==> src/rtl/intr_gateway_arb_if.sv <==
// intr_gateway_arb_if: request, claim/complete and status signals of the interrupt gateway.
interface intr_gateway_arb_if #(
  parameter int NumSrc  = 28,
  parameter int IdWidth = $clog2(NumSrc + 1)
);
  logic [NumSrc-1:0]  intr_src_i;
  logic [NumSrc-1:0]  intr_en_i;
  logic               claim_i;
  logic               complete_i;
  logic [IdWidth-1:0] complete_id_i;
  logic               irq_o;
  logic [IdWidth-1:0] claim_id_o;
  logic [NumSrc-1:0]  pending_o;
  logic [NumSrc-1:0]  in_service_o;
  modport master (
    output intr_src_i, intr_en_i, claim_i, complete_i, complete_id_i,
    input  irq_o, claim_id_o, pending_o, in_service_o
  );
  modport slave (
    input  intr_src_i, intr_en_i, claim_i, complete_i, complete_id_i,
    output irq_o, claim_id_o, pending_o, in_service_o
  );
endinterface

==> src/rtl/intr_gateway_arb.sv <==
// intr_gateway_arb: per-source level gateways and fixed-priority claim/complete arbiter.
module intr_gateway_arb #(
  parameter int NumSrc  = 28,
  parameter int IdWidth = $clog2(NumSrc + 1)
) (
  input  logic                clk_i,
  input  logic                rst_ni,
  intr_gateway_arb_if.slave   bus
);
  logic [NumSrc-1:0]  pending_q, pending_d, in_service_q, in_service_d;
  logic [NumSrc-1:0]  elig, claim_oh, cmp_oh;
  logic [IdWidth-1:0] claim_id_q, claim_id_d, win_id;
  logic               irq_q, irq_d, cmp_ok;
  always_comb begin
    elig = pending_q & bus.intr_en_i;
    win_id = '0;
    for (int k = NumSrc - 1; k >= 0; k--) if (elig[k]) win_id = IdWidth'(k + 1);
    claim_oh = (bus.claim_i && win_id != '0) ? (NumSrc'(1) << (win_id - 1'b1)) : '0;
    cmp_ok = bus.complete_i && bus.complete_id_i != '0 && bus.complete_id_i <= IdWidth'(NumSrc);
    cmp_oh = cmp_ok ? ((NumSrc'(1) << (bus.complete_id_i - 1'b1)) & in_service_q) : '0;
    // gateway re-arms only once both pending and in-service are clear pre-edge
    pending_d = (pending_q | (bus.intr_src_i & ~pending_q & ~in_service_q)) & ~claim_oh;
    in_service_d = (in_service_q & ~cmp_oh) | claim_oh;
    claim_id_d = bus.claim_i ? win_id : claim_id_q;
    // newly latched sources reach irq one edge later; a claim drops its source at once
    irq_d = |(pending_q & ~claim_oh & bus.intr_en_i);
  end
  always_ff @(posedge clk_i or negedge rst_ni) begin
    if (!rst_ni) begin
      pending_q    <= '0;
      in_service_q <= '0;
      claim_id_q   <= '0;
      irq_q        <= 1'b0;
    end else begin
      pending_q    <= pending_d;
      in_service_q <= in_service_d;
      claim_id_q   <= claim_id_d;
      irq_q        <= irq_d;
    end
  end
  assign bus.irq_o        = irq_q;
  assign bus.claim_id_o   = claim_id_q;
  assign bus.pending_o    = pending_q;
  assign bus.in_service_o = in_service_q;
endmodule

==> src/flat_wrapper.sv <==
// flat-port wrapper written by rule: the top's interface ports become plain ports
module intr_gateway_arb_flat 
#(
  parameter int NumSrc  = 28,
  parameter int IdWidth = $clog2(NumSrc + 1)
)
  (clk_i, rst_ni, bus_intr_src_i, bus_intr_en_i, bus_claim_i, bus_complete_i, bus_complete_id_i, bus_irq_o, bus_claim_id_o, bus_pending_o, bus_in_service_o);
  intr_gateway_arb_if #(.NumSrc(NumSrc), .IdWidth(IdWidth)) bus_i ();
  input  logic clk_i;
  input  logic rst_ni;
  input wire logic [$bits(bus_i.intr_src_i)-1:0] bus_intr_src_i;
  input wire logic [$bits(bus_i.intr_en_i)-1:0] bus_intr_en_i;
  input wire logic [$bits(bus_i.claim_i)-1:0] bus_claim_i;
  input wire logic [$bits(bus_i.complete_i)-1:0] bus_complete_i;
  input wire logic [$bits(bus_i.complete_id_i)-1:0] bus_complete_id_i;
  output wire logic [$bits(bus_i.irq_o)-1:0] bus_irq_o;
  output wire logic [$bits(bus_i.claim_id_o)-1:0] bus_claim_id_o;
  output wire logic [$bits(bus_i.pending_o)-1:0] bus_pending_o;
  output wire logic [$bits(bus_i.in_service_o)-1:0] bus_in_service_o;
  assign bus_i.intr_src_i = bus_intr_src_i;
  assign bus_i.intr_en_i = bus_intr_en_i;
  assign bus_i.claim_i = bus_claim_i;
  assign bus_i.complete_i = bus_complete_i;
  assign bus_i.complete_id_i = bus_complete_id_i;
  assign bus_irq_o = bus_i.irq_o;
  assign bus_claim_id_o = bus_i.claim_id_o;
  assign bus_pending_o = bus_i.pending_o;
  assign bus_in_service_o = bus_i.in_service_o;
  intr_gateway_arb #(.NumSrc(NumSrc), .IdWidth(IdWidth)) u_core (.clk_i(clk_i), .rst_ni(rst_ni), .bus(bus_i));
endmodule
==> config.mk <==
export PLATFORM = sky130hd
export DESIGN_NAME = intr_gateway_arb_flat
export DESIGN_NICKNAME = d
export VERILOG_FILES = /design/src/rtl/intr_gateway_arb_if.sv /design/src/rtl/intr_gateway_arb.sv /design/src/flat_wrapper.sv
export SDC_FILE = /design/constraint.sdc
export NUM_CORES = 1
export LEC_CHECK = 0
export CAP_MARGIN = 40
export CORE_MARGIN = 4
export CORE_UTILIZATION = 40
export DETAILED_ROUTE_END_ITERATION = 16
export DONT_BUFFER_PORTS = 1
export GPL_TIMING_DRIVEN = 0
export SLEW_MARGIN = 20
export SYNTH_ARGS = -nofsm -noshare
export SYNTH_HDL_FRONTEND = slang
export SYNTH_SLANG_ARGS = --single-unit
==> constraint.sdc <==
create_clock -name clk_i -period 2.75 [get_ports clk_i]
set_input_delay 0.55 -clock clk_i [delete_from_list [all_inputs] [get_ports clk_i]]
set_output_delay 0.55 -clock clk_i [all_outputs]
set_load 0.05 [all_outputs]
### After elaboration in Yosys (flattened, before gate mapping)

Cells that the tools add are included.

* flip-flop bits (word level): 62
* input bits: 65
* output and inout port bits: 62
* logic and storage cells: 59

* add/subtract/negate cells: 2
* magnitude comparators: 1
* shift operators: 2
* muxes and demuxes: 30
* bitwise operators: 14
* reductions and logical operators: 6

Operators by type and width (count)
* $and 28x28->28: 8
* $mux 5: 28
* $not 28->28: 4
* $mux 28: 2
* $or 28x28->28: 2
* $shl 1x5->28 const A: 2
* $reduce_or 28->1: 1
* $reduce_bool 5->1: 2
* $sub 5x1->5 const B: 2
* $le 5x5->1 const B: 1
* $logic_and 1x1->1: 3

### Longest topological paths before layout

* word-level depth: 36
* depth in mapped cells: 11
* gate-level depth less buffers: 10

### Least setup slack after synthesis

OpenSTA, ideal clock, no wires.

* path kind: register to register
* start: reg u_core.pending_q[13], in the netlist u_core.bus.pending_o[13]
* end: reg u_core.irq_q, in the netlist u_core.bus.irq_o
* library setup time: 0.140 ns
* arrival: 2.647 ns
* required time: 2.610 ns
* slack: -0.036 ns
* stages on the path, launching flop included: 12
* path buffers: 1
* clock period less this slack: 2.786 ns
* cell sequence: dfrtp_1 -> nand2_1 -> a32o_1 -> a221o_1 -> a21oi_2 -> o21ai_2 -> buf_4 -> nand2b_1 -> o211ai_1 -> a21oi_1 -> nor4_1 -> nand4_1

* cells in the longest elaborated chain, start to end: 22
* elaborated cells between the ends (all ways): 24
* those cells by class: add/sub (1); shift (1); mux (15); bitwise (4); reduce/logical (3)

Ends and longest elaborated chain
* start, declared: RTL line intr_gateway_arb.sv:10 `logic [NumSrc-1:0] pending_q, pending_d, in_service_q, in_service_d;`
* start signal, assigned: RTL line intr_gateway_arb.sv:35 `pending_q <= pending_d;`
* $and 28x28->28: RTL line intr_gateway_arb.sv:15 `elig = pending_q & bus.intr_en_i;`
* $mux 5 (14 in a row): RTL line intr_gateway_arb.sv:17 `for (int k = NumSrc - 1; k >= 0; k--) if (elig[k]) win_id = IdWidth'(k + 1);`
* $sub 5x1->5 / $reduce_bool 5->1 (equally long branches): RTL line intr_gateway_arb.sv:18 `claim_oh = (bus.claim_i && win_id != '0) ? (NumSrc'(1) << (win_id - 1'b1)) : '0;`
* $shl 1x5->28 / $logic_and 1x1->1 (equally long branches): RTL line intr_gateway_arb.sv:18
* $mux 28: RTL line intr_gateway_arb.sv:18
* $not 28->28: RTL line intr_gateway_arb.sv:26 `irq_d = |(pending_q & ~claim_oh & bus.intr_en_i);`
* $and 28x28->28 (*) (2 in a row): RTL line intr_gateway_arb.sv:26
* $reduce_or 28->1 (*): RTL line intr_gateway_arb.sv:26
* named net u_core.irq_d: RTL line intr_gateway_arb.sv:13 `logic irq_q, irq_d, cmp_ok;`
* end signal, assigned: RTL line intr_gateway_arb.sv:38 `irq_q <= irq_d;`
* end, declared: RTL line intr_gateway_arb.sv:13

The timed path passes the listed nets; every way through them passes the cells marked *.
A chain may end at the register's enable or synchronous reset.

### Worst setup path in the final report

Ends and elaborated chain as after synthesis.

==> impl_results.md <==
- RSZ-0062 raised after global routing: true
- Gpl congestion: about 0.9
- Synthesis-to-finish area growth: 21.67%
- Warnings from Yosys: 0
- CP Data Required Time: a little under 3000 ps
- Fill cell count: 816
- Syn_nets: roughly 450
- Max Fclk: between 300 and 400 MHz
- # setup viols final: 1
- ANT cells: 0
- Max Cap Viol: 0
- Placed insts: just under 500
- Initial cell density of the core: a little over two fifths
- Status: complete, but fails checks
- Failing checks: setup timing
- Reg power frac: around 54%
- Mapped Cells: just under 400
- Worst setup path class: register to register
- TritonCTS clock tree: done
- Clock Tree Buf Depth: 2
- VDD IR-drop max: between 0.4 and 0.5 mV
- Crit path DAT: approximately 3200 ps
- Critical path launch point type: register
- DR vias/cell: 6.242
- Hold Path Class: input port to async pin
- Vias: between 3k and 4k
- Vias in the first global route: between 3k and 4k
- Clk_lat worst skew: between 300 and 400 ps
- Synth area leaders: dfrtp_1, o21ai_0, nor2_1
- Worst reg-to-reg setup slack: -240 ps
- Reg2reg start: u_core.bus.pending_o[13]
- #FFs+latches synth: 62
- Slew Viols, Final: 0
- Number of buffers created by CTS: 9
- Dominant cell type by area after synthesis: dfrtp_1
- DRC Markers: 0
- Post-route setup TNS: -244.3 ps
- Reg2reg path depth: 11
- Most frequent cells in the layout: o21ai_0, nor2_1, nand2_1
- Synth Flop Type: dfrtp_1
- Worst reg2reg endpoint: u_core.bus.irq_o
- ANT nets after route: 0
- Synthesized area: 0.003482 mm2
- Fin worst setup slack: -244.3 ps
- # rows: 33
- Wirelength per Cell: 23.15 um
- Final HPWL DP: 9444 um
- Register area share after synthesis: ~45%
- Pin count of the biggest net entering global routing: 63
- DRT iter0 DRCs: between 150 and 200
- Proportion of layout cells with a drive suffix above 1: a little under a third
- Post-synthesis cell type count: just under 60
- Die X: ~100 um
- Layout Cells excl Fill: between 500 and 600
- Hold Vio Cnt, Final: 0
- Clock power frac: 21.8%
- Initial antenna violation count: 0
- Nets: 480
- Ys async rst share: between 90% and 100%
- Rel. slew slack: around 57%
- Clock sinks: 62
- Commonest non-fill, non-tap cell in the layout: o21ai_0
- Lkg Pwr: 0.001610 uW
- Comb pwr share: roughly a quarter
- DIE AREA: a little over 0.01 mm2
- PD cells: approximately 770 mW/mm2
- Worst-margin pin slew: ~650 ps
- Core Area: about 0.0083 mm2
- IO Count: about 130
- Post-synth EDFFs: 0
- Internal power: 1718 uW
- H-tree depth: 3
- Root buffer cell: clkbuf_8
- Final min period: ~3000 ps
- Worst Setup End Kind: register
- Switching part of the total: roughly 47%
- Reg clk slew, reported paths: 70 ps
- Final period utilization: 108.9%
- Die Span Y: between 100 and 150 um
- Detailed Routing Iterations Pass 1: 5
- Top-area cell type share of the netlist area: 44.56%
- Global route overflow: 0
- Final WL: 12150 um
- Worst Clk Skew: slightly below 10 ps
- Crit-path max FO: 7
- Total GRT Usage: 24.61%
- Input/output buffers: 0
- Hold_ws: 64.22 ps
- Syn avg cell area: approximately 9.0 um2
- Psw: around 1500 uW
- Global-route wire length before repair: around 19000 um
==> worst max-delay path: stages (launching register included) <==
cell       delay (ps)
dfrtp_2           580
nand2_2            90
a32o_1            230
a221o_1           340
a21oi_4           200
o2111ai_4         250
buf_6             200
buf_4             130
nor2_1            200
o22ai_2           110
nor4_2            360
nand4_1           160
==> metal layers <==
metal | vias up | wire (um) | global-route usage (%)
met5 | - | 0 | 0
met4 | 0 | 193 | 7.873
met3 | 15 | 1259 | 8.609
met2 | 159 | 5569 | 37.22
met1 | 1623 | 5130 | 33.12
li1 | 1480 | - | -
==> power groups by stage <==
stage | registers (uW) | clock network, uW | logic, uW
after floorplan | 1700 | 0 | 476
after global placement | 1750 | 0 | 620
after detailed placement | 1750 | 0 | 634
after CTS | 1750 | 724 | 767
after global routing | 1770 | 772 | 872
final | 1740 | 708 | 793
==> kinds of logic (layout without fill, tap and decap cells) <==
family / count (synthesis) / count (layout) / synth area share (%)
AND/OR/NAND/NOR: 148 / 148 / 21.78
AO/OA/AOI/OAI: 142 / 142 / 28.17
flip-flops: 62 / 62 / 44.56
buffers and inverters: 27 / 60 / 3.054
multiplexers: 7 / 7 / 2.192
XOR/XNOR: 1 / 1 / 0.2516
==> timing repair <==
item / CTS / global route
pin swaps: 28 / 4
gates resized for setup: 81 / 7
hold endpoints to repair: 62 / 0
setup endpoints to repair: 30 / 1
hold buffers: 1 / 0
buffers inserted: 14 / 2
==> cell usage after synthesis, drive strengths merged, types with 4 or more instances <==
cell / number
nand2: 41
dfrtp: 62
nor4: 4
nor2: 41
nor2b: 16
mux2: 5
nand3: 8
nand3b: 4
a21oi: 25
and2: 4
o22a: 5
a22o: 8
a22oi: 11
clkbuf: 6
a32o: 4
o21a: 6
o21ai: 52
inv: 20
o22ai: 6
nand4: 6
o211ai: 6
and3: 4
nand2b: 9
==> worst max path at each step <==
stage,from,endpoint,slack [ps],depth (start not counted)
after floorplan,u_core.bus.pending_o[23],u_core.bus.irq_o,3,10
after global placement,u_core.bus.pending_o[17],u_core.bus.irq_o,-780,10
after detailed placement,u_core.bus.pending_o[8],u_core.bus.irq_o,-720,11
after CTS,u_core.bus.pending_o[16],u_core.bus.irq_o,-190,10
after global routing,u_core.bus.pending_o[8],u_core.bus.irq_o,-350,12
final,u_core.bus.pending_o[13],u_core.bus.irq_o,-240,11
==> area by class of cell <==
| type | count | area [um2] | area share [%] |
|---|---|---|---|
| multi-input combinational | 298 | 2081 | 49.11 |
| sequential | 62 | 1594 | 37.63 |
| timing repair buffer | 17 | 151.4 | 3.574 |
| clock buffer | 12 | 145.1 | 3.426 |
| tap | 105 | 131.4 | 3.101 |
| inverter | 20 | 75.07 | 1.772 |
| buffer | 7 | 36.28 | 0.8565 |
| clock inverter | 4 | 22.52 | 0.5316 |
==> state kept, by name, summed over array words and instances, names as in the netlist <==
name                     cells
u_core.bus.in_service_o     28
u_core.bus.pending_o        28
u_core.bus.irq_o             1
u_core.bus.claim_id_o        5
==> per-stage QoR <==
stage                     total power, uW  cell area (um2)  setup WS (ps)  utilization (%)
after floorplan                      2172             3485          2.574                -
after global placement               2369             3616         -783.0            43.35
after detailed placement             2383             3616         -715.5            43.35
after CTS                            3237             4203         -186.0            50.39
after global routing                 3418             4237         -352.9            50.80
final                                3245             4237         -244.3            50.80
No activity file was read; power rests on OpenSTA's default activity.
